## config.mk

```make
export PLATFORM = sky130hd
export DESIGN_NAME = lfsr_entropy
export DESIGN_NICKNAME = d
export VERILOG_FILES = /design/src/rtl/rng_pkg.sv /design/src/rtl/lfsr_core.sv /design/src/rtl/lfsr_entropy.sv
export SDC_FILE = /design/constraint.sdc
export NUM_CORES = 1
export LEC_CHECK = 0
export ABC_CLOCK_PERIOD_IN_PS = 3200
export CORE_MARGIN = 5
export CORE_UTILIZATION = 50
export DETAILED_ROUTE_END_ITERATION = 8
export GPL_TIMING_DRIVEN = 0
export PLACE_DENSITY = 0.82
export SLEW_MARGIN = 25
export SYNTH_ARGS = -nofsm -noshare
export SYNTH_HDL_FRONTEND = slang
export SYNTH_SLANG_ARGS = --single-unit
```

## constraint.sdc

```tcl
create_clock -name CLK -period 3.2 [get_ports CLK]
set_input_delay 0.64 -clock CLK [delete_from_list [all_inputs] [get_ports CLK]]
set_output_delay 0.64 -clock CLK [all_outputs]
set_load 0.03 [all_outputs]
```

## src/rtl/rng_pkg.sv

```systemverilog
// Shared constants, draw FSM states and the LFSR step function for the game RNG path.
package rng_pkg;

  localparam int LFSR_W = 16;
  localparam logic [LFSR_W-1:0] LFSR_TAPS = 16'hB400;
  localparam logic [LFSR_W-1:0] LFSR_SEED = 16'hACE1;
  localparam int RAND_W = 2;

  typedef enum logic {
    ST_IDLE,
    ST_COLLECT
  } draw_state_t;

  function automatic logic [LFSR_W-1:0] lfsr_step(
    input logic [LFSR_W-1:0] s,
    input logic [LFSR_W-1:0] taps = LFSR_TAPS
  );
    return (s >> 1) ^ (s[0] ? taps : '0);
  endfunction

endpackage

```

## src/rtl/lfsr_core.sv

```systemverilog
// Galois LFSR state register with seed load, stir mask and zero-state recovery.
import rng_pkg::*;

module lfsr_core #(
  parameter int               WIDTH = LFSR_W,
  parameter logic [WIDTH-1:0] TAPS  = LFSR_TAPS,
  parameter logic [WIDTH-1:0] SEED  = LFSR_SEED
) (
  input  logic             i_clk,
  input  logic             i_rst,
  input  logic             i_seed_ld,
  input  logic [WIDTH-1:0] i_seed_in,
  input  logic [WIDTH-1:0] i_stir_mask,
  output logic             o_lsb,
  output logic             o_lockup
);

  logic [WIDTH-1:0] r_state;
  logic             r_lockup;
  logic [WIDTH-1:0] w_step;
  logic             w_zero;
  logic             w_seed_zero;

  generate
    if (WIDTH == LFSR_W) begin : g_pkg
      assign w_step = lfsr_step(r_state, TAPS);
    end else begin : g_gen
      assign w_step = (r_state >> 1) ^ (r_state[0] ? TAPS : '0);
    end
  endgenerate

  assign w_zero      = (r_state == '0);
  assign w_seed_zero = (i_seed_in == '0);

  // A zero seed would lock the register, so it falls back to SEED.
  always_ff @(posedge i_clk) begin
    if (i_rst) begin
      r_state  <= SEED;
      r_lockup <= 1'b0;
    end else if (i_seed_ld) begin
      r_state <= w_seed_zero ? SEED : i_seed_in;
      if (w_seed_zero)
        r_lockup <= 1'b1;
    end else if (w_zero) begin
      r_state  <= SEED;
      r_lockup <= 1'b1;
    end else begin
      r_state <= w_step ^ i_stir_mask;
    end
  end

  assign o_lsb    = r_state[0];
  assign o_lockup = r_lockup;

endmodule

```

## src/rtl/lfsr_entropy.sv

```systemverilog
// Entropy source: free-running LFSR plus serial draw FSM feeding the game RNG.
// Optional stir of player-input timing when IRON_VIOLET_RNG_STIR_EN is defined.
import rng_pkg::*;

module lfsr_entropy #(
  parameter int               WIDTH = LFSR_W,
  parameter logic [WIDTH-1:0] TAPS  = LFSR_TAPS,
  parameter logic [WIDTH-1:0] SEED  = LFSR_SEED,
  parameter int               OUT_W = RAND_W
) (
  input  logic             CLK,
  input  logic             RST,
  input  logic             SEED_LD,
  input  logic [WIDTH-1:0] SEED_IN,
  input  logic             STIR,
  input  logic             REQ,
  output logic             VALID,
  output logic [OUT_W-1:0] OUT,
  output logic             BUSY,
  output logic             LOCKUP
);

  localparam int CNT_W = $clog2(OUT_W + 1);

  draw_state_t      r_fsm;
  draw_state_t      w_fsm_nxt;
  logic [CNT_W-1:0] r_cnt;
  logic [OUT_W-1:0] r_sr;
  logic [OUT_W-1:0] r_out;
  logic             r_valid;
  logic [OUT_W-1:0] w_sr_nxt;
  logic [WIDTH-1:0] w_stir_mask;
  logic             w_lsb;
  logic             w_busy;
  logic             w_arm;
  logic             w_shift;
  logic             w_done;

`ifdef IRON_VIOLET_RNG_STIR_EN
  logic [3:0]       r_stir_cnt;
  logic [WIDTH-1:0] w_onehot;

  always_ff @(posedge CLK) begin
    if (RST)
      r_stir_cnt <= '0;
    else
      r_stir_cnt <= r_stir_cnt + 4'd1;
  end

  assign w_onehot    = {{(WIDTH-1){1'b0}}, 1'b1}
                       << (32'(r_stir_cnt) % WIDTH);
  assign w_stir_mask = STIR ? w_onehot : '0;
`else
  logic w_unused_stir;

  assign w_unused_stir = STIR;
  assign w_stir_mask   = '0;
`endif

  lfsr_core #(
    .WIDTH (WIDTH),
    .TAPS  (TAPS),
    .SEED  (SEED)
  ) u_core (
    .i_clk       (CLK),
    .i_rst       (RST),
    .i_seed_ld   (SEED_LD),
    .i_seed_in   (SEED_IN),
    .i_stir_mask (w_stir_mask),
    .o_lsb       (w_lsb),
    .o_lockup    (LOCKUP)
  );

  always_ff @(posedge CLK) begin
    if (RST)
      r_fsm <= ST_IDLE;
    else
      r_fsm <= w_fsm_nxt;
  end

  always_comb begin
    w_fsm_nxt = r_fsm;
    unique case (r_fsm)
      ST_IDLE:
        if (REQ) w_fsm_nxt = ST_COLLECT;
      ST_COLLECT:
        if (SEED_LD || w_done) w_fsm_nxt = ST_IDLE;
      default:
        w_fsm_nxt = ST_IDLE;
    endcase
  end

  // A reseed mid-draw aborts it, even on the final collect edge.
  always_comb begin
    w_busy  = (r_fsm == ST_COLLECT);
    w_arm   = (r_fsm == ST_IDLE) && REQ;
    w_shift = w_busy && !SEED_LD;
    w_done  = w_shift && (r_cnt == CNT_W'(OUT_W - 1));
  end

  generate
    if (OUT_W == 1) begin : g_sr1
      assign w_sr_nxt = w_lsb;
    end else begin : g_srn
      assign w_sr_nxt = {w_lsb, r_sr[OUT_W-1:1]};
    end
  endgenerate

  always_ff @(posedge CLK) begin
    if (RST) begin
      r_cnt   <= '0;
      r_sr    <= '0;
      r_out   <= '0;
      r_valid <= 1'b0;
    end else begin
      r_valid <= w_done;
      if (w_arm) begin
        r_cnt <= '0;
      end else if (w_shift) begin
        r_cnt <= r_cnt + 1'b1;
        r_sr  <= w_sr_nxt;
      end
      if (w_done)
        r_out <= w_sr_nxt;
    end
  end

  assign VALID = r_valid;
  assign OUT   = r_out;
  assign BUSY  = w_busy;

endmodule

```

==> Word level (Yosys, flattened, before mapping) <==
Cells that the tools add are included.
{ "word_totals": {"regBits": 25, "latch_bits": 0, "ramBits": 0, "romBits": 0, "in_bits": 21, "memories": 0} }
{ "classes": {"n_addsub": 1, "multipliers": 0, "div_mod_pow": 0, "magnitude_cmp": 0, "eq_ne": 2, "shifts": 0, "n_mux": 10, "bitwise_logic": 3, "n_reduce_logical": 11} }
{ "ops": {"columns": ["op", "count"], "rows": [
  ["two-way mux 16 bit", 4],
  ["zero test 16 bit", 2],
  ["XOR 15 x 16 -> 16 bit", 1],
  ["two-way mux 1 bit", 5],
  ["AND reduction 2 bit", 2],
  ["logical AND 1 bit", 3],
  ["adder 2 x 1 -> 2 bit, second input constant", 1],
  ["== test 2 x 1 -> 1 bit, second input constant", 1],
  ["!= test 2 x 1 -> 1 bit, second input constant", 1],
  ["NOT 1 bit", 2],
  ["one-hot mux 1 bit (2 select lines)", 1],
  ["nonzero test 2 bit", 1],
  ["OR reduction 2 bit", 1],
  ["zero test 1 bit", 1],
  ["logical OR 1 bit", 1]
]} }

==> Longest topological paths before layout <==
Gate-level depths: netlist of the first run.
{ "logic_depth": {"word_depth": 6, "ltp_mapped": 5} }

==> Cells and area by module <==
Synthesis of the first run repeated with hierarchy kept, for this count alone.
{ "unflattened": {"cells_unflattened": 109, "hier_area_um2": 1186.1} }
{ "modules_own_cells": {"columns": ["module", "instances", "cells_per_inst", "area_per_inst_um2", "seq_area_each_um2"], "rows": [
  ["lfsr_core", 1, 80, 897.1, 340.3],
  ["lfsr_entropy", 1, 29, 289.0, 140.1]
]} }

==> Least setup slack after synthesis of the first run <==
OpenSTA, ideal clock, no wires.
{ "synth_path": {"path_type": "input -> register", "start": "in SEED_IN[1]", "end": "reg u_core.r_state[14]", "setup_time_ns": 0.117, "arrival_time_ns": 1.961, "required_time_ns": 3.083, "setup_slack_ns": 1.123, "cell_stages": 3, "cell_sequence": "or4_1 -> o41a_1 -> a22o_1"} }
{ "synth_via": {"elab_chain_len": 3} }
{ "synth_rtl": {"columns": ["element", "line", "text"], "rows": [
  ["from (decl)", "lfsr_entropy.sv:14", "input logic [WIDTH-1:0] SEED_IN,"],
  ["zero test 16 bit", "lfsr_core.sv:33", "assign w_seed_zero = (i_seed_in == '0);"],
  ["two-way mux 16 bit", "lfsr_core.sv:41", "r_state <= w_seed_zero ? SEED : i_seed_in;"],
  ["two-way mux 16 bit", "lfsr_core.sv:40", "end else if (i_seed_ld) begin"],
  ["to (signal assigned)", "lfsr_core.sv:41", null],
  ["to (signal assigned)", "lfsr_core.sv:48", "r_state <= w_step ^ i_stir_mask;"],
  ["to (decl)", "lfsr_core.sv:18", "logic [WIDTH-1:0] r_state;"]
]} }
No other way between the ends.
A chain may end at the register's enable or synchronous reset.

==> Final worst setup path of the first run <==
{ "layout_path": {"start": "in SEED_IN[1]", "end": "reg u_core.r_state[9]"} }
Same word-level chain as after synthesis.

==> impl_metrics.csv, run 1 <==
group,metric,value,unit
critical_path,regToRegSetupSlack,1290,ps
floorplan,design.portCount,26,
clock_tree,cts_tree,"built",
yosys,synth_cell_types,28,
critical_path,slowest_stage,"or4_1",
drt,remaining_drc_errors,0,
critical_path,max_incr_delay_on_cp,640,ps
floorplan,initial_utilization,0.5118,
power,pwr_density_cell,492.4,nW/µm²
global_routing,grt_overflow,0,
yosys,syn_inst,90,
yosys,yosys_register_bits,24,
clock_tree,cts_root_buf,"clkbuf_4",
clock_tree,ctsHtreeMaxLevel,1,
yosys,synth_fp_nets,112,
critical_path,crit_path_start_kind,"input port",
drt,drt-vias-per-instance,5.549,
timing,tightestPinTransition,636.9,ps
clock_tree,cts.repair.resized,0,
critical_path,critical_path_required,3420,ps
critical_path,critical_path.reg2reg.startpoint,"u_core.r_state[0]",
yosys,synth_adder_area_share,0.01285,
timing,hold_viol,0,
timing,rsz_0062_raised_after_global_routing,"false",
drt,drtPass1Iterations,4,
finish,final_cell_count_no_fill,144,
global_routing,global_route_wire_length_before_repair,3519,µm
timing,slew_viol_final,0,
finish,final_nets,140,
critical_path,timing.critical_path.to_type,"flip-flop",
finish,most-common-layout-cells,"dfxtp_1 (24), clkdlybuf4s50_1 (23), a2bb2oi_1 (8), a22o_1 (8)",
finish,diodes,0,
timing,period_share,0.7275,
clock_tree,cts.clk_slew.worst_paths,120,ps
yosys,syn_avg_cell_area,10.82,µm²
run_status,outcome,"complete, no violations",
drt,antenna_violating_nets_post_route,0,
timing,maxClockFrequency,0.4295,GHz
placement,place.port_buffers,23,
critical_path,worstSetupStartpoint,"SEED_IN[1]",
critical_path,worst_ep_arrival_time,2550,ps
clock_tree,cts.repair_timing.setup_buffer_count,0,
floorplan,floorplan.die_area,2930,µm²
clock_tree,num_cts_buffers,3,
floorplan,fp.dieH,54.13,µm
critical_path,worst-setup-path-type,"input port to flip-flop",
yosys,yosys.area_share.xor_xnor,0.02699,
yosys,synth_compound_gate_area_share,0.2275,
worst_hold_path,min_delay_worst_endpoint,"u_core.r_state[6]",
flow_run,cap_violations,0,
timing,clock_skew,8.786,ps
critical_path,crit-reg2reg-capture,"u_core.r_state[3]",
power,leakagePower,0.5097,nW
timing,finalSetupViolCount,0,
global_routing,vias_in_the_first_global_route,844,
critical_path,path_cells,"clkdlybuf4s50_1 > or4_1 > o41a_1 > a22o_1",
floorplan,fp.coreArea,1902,µm²
worst_hold_path,number_of_cells_on_the_worst_hold_path,2,
clock_tree,clock-sinks,24,
drt,routedWlPerCell,14.53,µm
drt,drt-total-wl,2092,µm
timing,timing.slew.headroom,0.5698,
finish,stdcell_area,1290,µm²
finish,commonest_non_fill_non_tap_cell_in_the_layout,"dfxtp_1",
critical_path,worst-r2r-cell-count,5,
yosys,synth_simple_gate_area_share,0.1684,
global_routing,global_route.usage.total,0.1655,
clock_tree,max-clock-path-buffers,2,
critical_path,worstPathMaxFanout,8,
drt,vias,799,
yosys,mux_contribution_to_synthesized_area,0.03085,
power,vdd_drop_max,0.3450,mV
placement,place_hpwl,1640,µm
floorplan,die_x,54.13,µm
finish,area_growth,32.52,%
clock_tree,cts-hold-fix-buffers,0,
timing,final_total_negative_setup_slack,0,ps
global_routing,grt_max_degree,15,
yosys,synth.cell_area,973.4,µm²
timing,final.min_clock_period,2328,ps
placement,gpl.final_weighted_congestion,0.7594,
finish,final_layout_size_suffix_gt1_frac,0.1026,
drt,drt-initial-drc-count,15,
placement,dpl.cell_count,140,
yosys,warnings_synthesis,0,
worst_hold_path,hold_class,"flip-flop to flip-flop",
global_routing,number_of_antenna_violations_at_the_first_check_in_global_routing,0,
worst_hold_path,hold_path_startpoint,"u_core.r_state[7]",
yosys,seq_area_frac_synth,0.4936,
placement,dpl-instance-area,1237,µm²
clock_tree,clkLatencyLatePin,320,ps
yosys,synth_top_family_by_area,"compound AO/OA/AOI/OAI gates",
floorplan,fp-row-count,16,
## power by group
group          switching [mW]  internal (mW)  total (mW)
logic                  0.0370         0.0499      0.0870
registers              0.0117          0.318       0.330
clock network          0.0917          0.127       0.218
## metal layers
layer,up-vias,GRT usage,part of all wire
li1,393,-,-
met3,5,0.01939,0.041
met4,0,0.06639,0.018
met2,24,0.3147,0.51
met5,-,0,0
met1,377,0.1818,0.43
## cell usage after synthesis
cell type / number / area, µm²
xor2_1: 1 / 8.760
o21a_1: 1 / 7.510
nand3_1: 1 / 5.000
nor4_1: 4 / 25.02
xnor2_1: 2 / 17.52
nand3b_1: 1 / 7.510
a31oi_1: 1 / 6.260
o41a_1: 1 / 11.26
or4_4: 3 / 33.78
nor3b_1: 1 / 7.510
nor2b_1: 2 / 12.51
nor2_1: 7 / 26.28
inv_1: 7 / 26.28
ha_1: 1 / 12.51
or2_2: 2 / 12.51
clkbuf_1: 2 / 7.510
a21oi_1: 1 / 5.000
buf_2: 1 / 5.000
or4_1: 2 / 15.01
a2bb2oi_1: 8 / 70.07
a41oi_1: 1 / 8.760
a221oi_2: 1 / 15.01
dfxtp_1: 24 / 480.5
nand4_1: 1 / 6.260
a22o_1: 8 / 70.07
mux2i_1: 3 / 30.03
nand2b_1: 2 / 12.51
o41ai_4: 1 / 27.53
## state kept, by name (all words and copies together) (netlist names)
| register | flops |
|---|---|
| r_sr | 1 |
| OUT | 2 |
| BUSY | 1 |
| u_core.o_lockup | 1 |
| u_core.r_state | 16 |
| VALID | 1 |
| r_cnt | 2 |
## cell type report
cell class                 instances  area, µm²
multi-input combinational         56      454.2
sequential                        24      480.5
fill                             161      611.8
clock inverter                     1      30.03
tap                               27      33.78
inverter                           7      26.28
buffer                             3      12.51
timing repair buffer              23      230.2
clock buffer                       3      22.52
## worst max-delay path, delay by kind of cell
family / cells / cell delay, ps
buffers and inverters: 1 / 430
AND/OR/NAND/NOR: 1 / 640
AO/OA/AOI/OAI: 2 / 840
## worst max path at each step
stage / endpoint / slack, ps / cells past startpoint
after detailed placement: u_core.r_state[9] / 550 / 4
after global placement: u_core.r_state[9] / 580 / 4
after floorplan: u_core.r_state[14] / 1120 / 3
after CTS: u_core.r_state[9] / 890 / 4
final: u_core.r_state[9] / 870 / 4
after global routing: u_core.r_state[9] / 850 / 4
## through the flow
stage	setup WS [ps]	power, mW	utilization	hold WS, ps
floorplan	1123	0.3822	-	424.2
global placement	579.4	0.4206	0.6507	439.3
detailed placement	554.0	0.4230	0.6507	442.5
CTS	887.7	0.6362	0.6783	462.1
global route	850.9	0.6566	0.6783	478.8
finish	871.9	0.6352	0.6783	461.9
## logic make-up after synthesis
| family | after synthesis |
|---|---|
| buffers and inverters | 10 |
| xor gates and xnor gates | 3 |
| adders and majority gates | 1 |
| AOI/OAI and AO/OA | 23 |
| DFF | 24 |
| muxes | 3 |
| and+or+nand+nor | 26 |
Power figures use the tool's default switching activity.
==> inputs of run 2 (changes only) <==
ABC_CLOCK_PERIOD_IN_PS = 1850   (was 3200)
CORE_UTILIZATION = 42   (was 50)
PLACE_DENSITY = 0.74   (was 0.82)
clock period = 1.85 ns   (was 3.2 ns; I/O delays follow)
==> impl_metrics.csv, run 2 (synthesized netlist as in run 1, its figures left out) <==
group,metric,value,unit
critical_path,worstSetupStartpoint,"SEED_IN[1]",
finish,diodes,0,
floorplan,die_x,58.14,µm
timing,rsz_0062_raised_after_global_routing,"true",
global_routing,grt_max_degree,13,
clock_tree,clock-sinks,24,
floorplan,floorplan.die_area,3380,µm²
flow_run,cap_violations,0,
drt,drtPass1Iterations,4,
drt,remaining_drc_errors,0,
placement,gpl.final_weighted_congestion,0.7683,
clock_tree,cts.clk_slew.worst_paths,120,ps
finish,max_flop_register,"u_core.r_state",
global_routing,number_of_antenna_violations_at_the_first_check_in_global_routing,0,
drt,antenna_violating_nets_post_route,0,
clock_tree,ctsHtreeMaxLevel,1,
worst_hold_path,number_of_cells_on_the_worst_hold_path,2,
floorplan,fp.coreArea,2212,µm²
finish,area_growth,31.49,%
timing,final.min_clock_period,1846,ps
critical_path,worst-r2r-cell-count,5,
worst_hold_path,hold_class,"input port to flip-flop",
finish,final_nets,140,
finish,most-common-layout-cells,"dfxtp_1 (24), dlygate4sd2_1 (13), a2bb2oi_1 (8), a22o_1 (8)",
placement,dpl_worst_slack,-517.3,ps
drt,drt-total-wl,2223,µm
worst_hold_path,min_delay_worst_endpoint,"u_core.r_state[2]",
critical_path,timing.critical_path.to_type,"flip-flop",
timing,finalSetupViolCount,0,
run_status,outcome,"complete, no violations",
timing,maxClockFrequency,0.5416,GHz
timing,period_share,0.9980,
floorplan,design.portCount,26,
finish,final_layout_size_suffix_gt1_frac,0.1293,
floorplan,fp.dieH,58.14,µm
finish,stdcell_area,1280,µm²
floorplan,fp-row-count,17,
critical_path,regToRegSetupSlack,80,ps
critical_path,crit_path_start_kind,"input port",
worst_hold_path,hold_path_startpoint,"SEED_IN[2]",
critical_path,worst-setup-path-type,"input port to flip-flop",
timing,timing.slew.headroom,0.6250,
critical_path,worst_ep_arrival_time,2050,ps
power,leakagePower,0.5381,nW
clock_tree,cts_tree,"built",
drt,drt-initial-drc-count,7,
critical_path,worstPathMaxFanout,8,
critical_path,crit-reg2reg-capture,"u_core.r_state[3]",
floorplan,initial_utilization,0.4400,
placement,place.port_buffers,23,
finish,commonest_non_fill_non_tap_cell_in_the_layout,"dfxtp_1",
timing,clock_skew,4.312,ps
critical_path,critical_path_required,2050,ps
drt,routedWlPerCell,15.44,µm
global_routing,global_route_wire_length_before_repair,3774,µm
clock_tree,num_cts_buffers,3,
critical_path,critical_path.reg2reg.startpoint,"u_core.r_state[0]",
global_routing,global_route.usage.total,0.1435,
timing,postLayoutSetupSlackWorst,3.684,ps
clock_tree,cts-hold-fix-buffers,0,
timing,final_total_negative_setup_slack,0,ps
global_routing,grt_overflow,0,
clock_tree,max-clock-path-buffers,2,
drt,vias,805,
timing,tightestPinTransition,560.5,ps
global_routing,vias_in_the_first_global_route,847,
drt,drt-vias-per-instance,5.590,
timing,hold_viol,0,
finish,largest_register_ff_count,16,
clock_tree,clkLatencyLatePin,300,ps
placement,dpl-instance-area,1239,µm²
timing,slew_viol_final,0,
clock_tree,cts_root_buf,"clkbuf_4",
clock_tree,cts.repair_timing.setup_buffer_count,0,
placement,place_hpwl,1699,µm
power,vdd_drop_max,0.4716,mV
power,pwr_density_cell,730.8,nW/µm²
==> run 2: final cells by class <==
cell class / instances / area, µm²
clock buffers: 3 / 22.52
well taps: 28 / 35.03
plain buffers: 3 / 12.51
inverters: 7 / 26.28
flip-flops and latches: 24 / 480.5
multi-input cells: 56 / 484.2
repair buffers: 23 / 219.0
fillers: 225 / 932.1
==> run 2: where the power goes <==
group          total (mW)  switching [mW]  internal, mW
sequential          0.573          0.0233         0.550
combinational       0.144          0.0673        0.0765
clock               0.218           0.142        0.0760
total               0.935           0.233         0.702
==> run 2: how the worst max path moves through the flow <==
| stage | endpoint | cells past startpoint |
|---|---|---|
| floorplan | u_core.r_state[1] | 3 |
| global placement | u_core.r_state[9] | 4 |
| detailed placement | u_core.r_state[9] | 4 |
| CTS | u_core.r_state[9] | 4 |
| global route | u_core.r_state[6] | 5 |
| finish | u_core.r_state[9] | 4 |
==> run 2: stage by stage <==
| stage | power [mW] | std cells | hold slack, ps | util |
|---|---|---|---|---|
| after CTS | 0.9429 | 144 | 415.8 | 0.5718 |
| final | 0.9355 | 144 | 336.8 | 0.5786 |
| after global routing | 0.9777 | 144 | 365.0 | 0.5786 |
| after global placement | 0.7287 | 141 | 441.5 | 0.5600 |
| after floorplan | 0.6611 | 90 | 424.2 | - |
| after detailed placement | 0.7321 | 141 | 445.3 | 0.5600 |
==> run 2: what timing repair did <==
action | 4_1_cts | 5_1_grt
setup endpoints to repair | 17 | 15
pin swaps | 9 | 8
resized for setup | 18 | 4
gates cloned | 0 | 0
==> run 2: metal layers <==
metal  vias up  GRT usage  share of wire  routed length [µm]
met1       381     0.1757           0.43                 955
met2        26     0.2484           0.50                1115
met3         4    0.02895          0.051                 114
met4         0    0.04967          0.017                  37
met5         -          0              0                   0
li1        394          -              -                   -
==> run 2: critical path, stage by stage <==
cell	delay (ps)
dlygate4sd2_1	250
or4_4	570
o41a_1	560
a22o_1	300
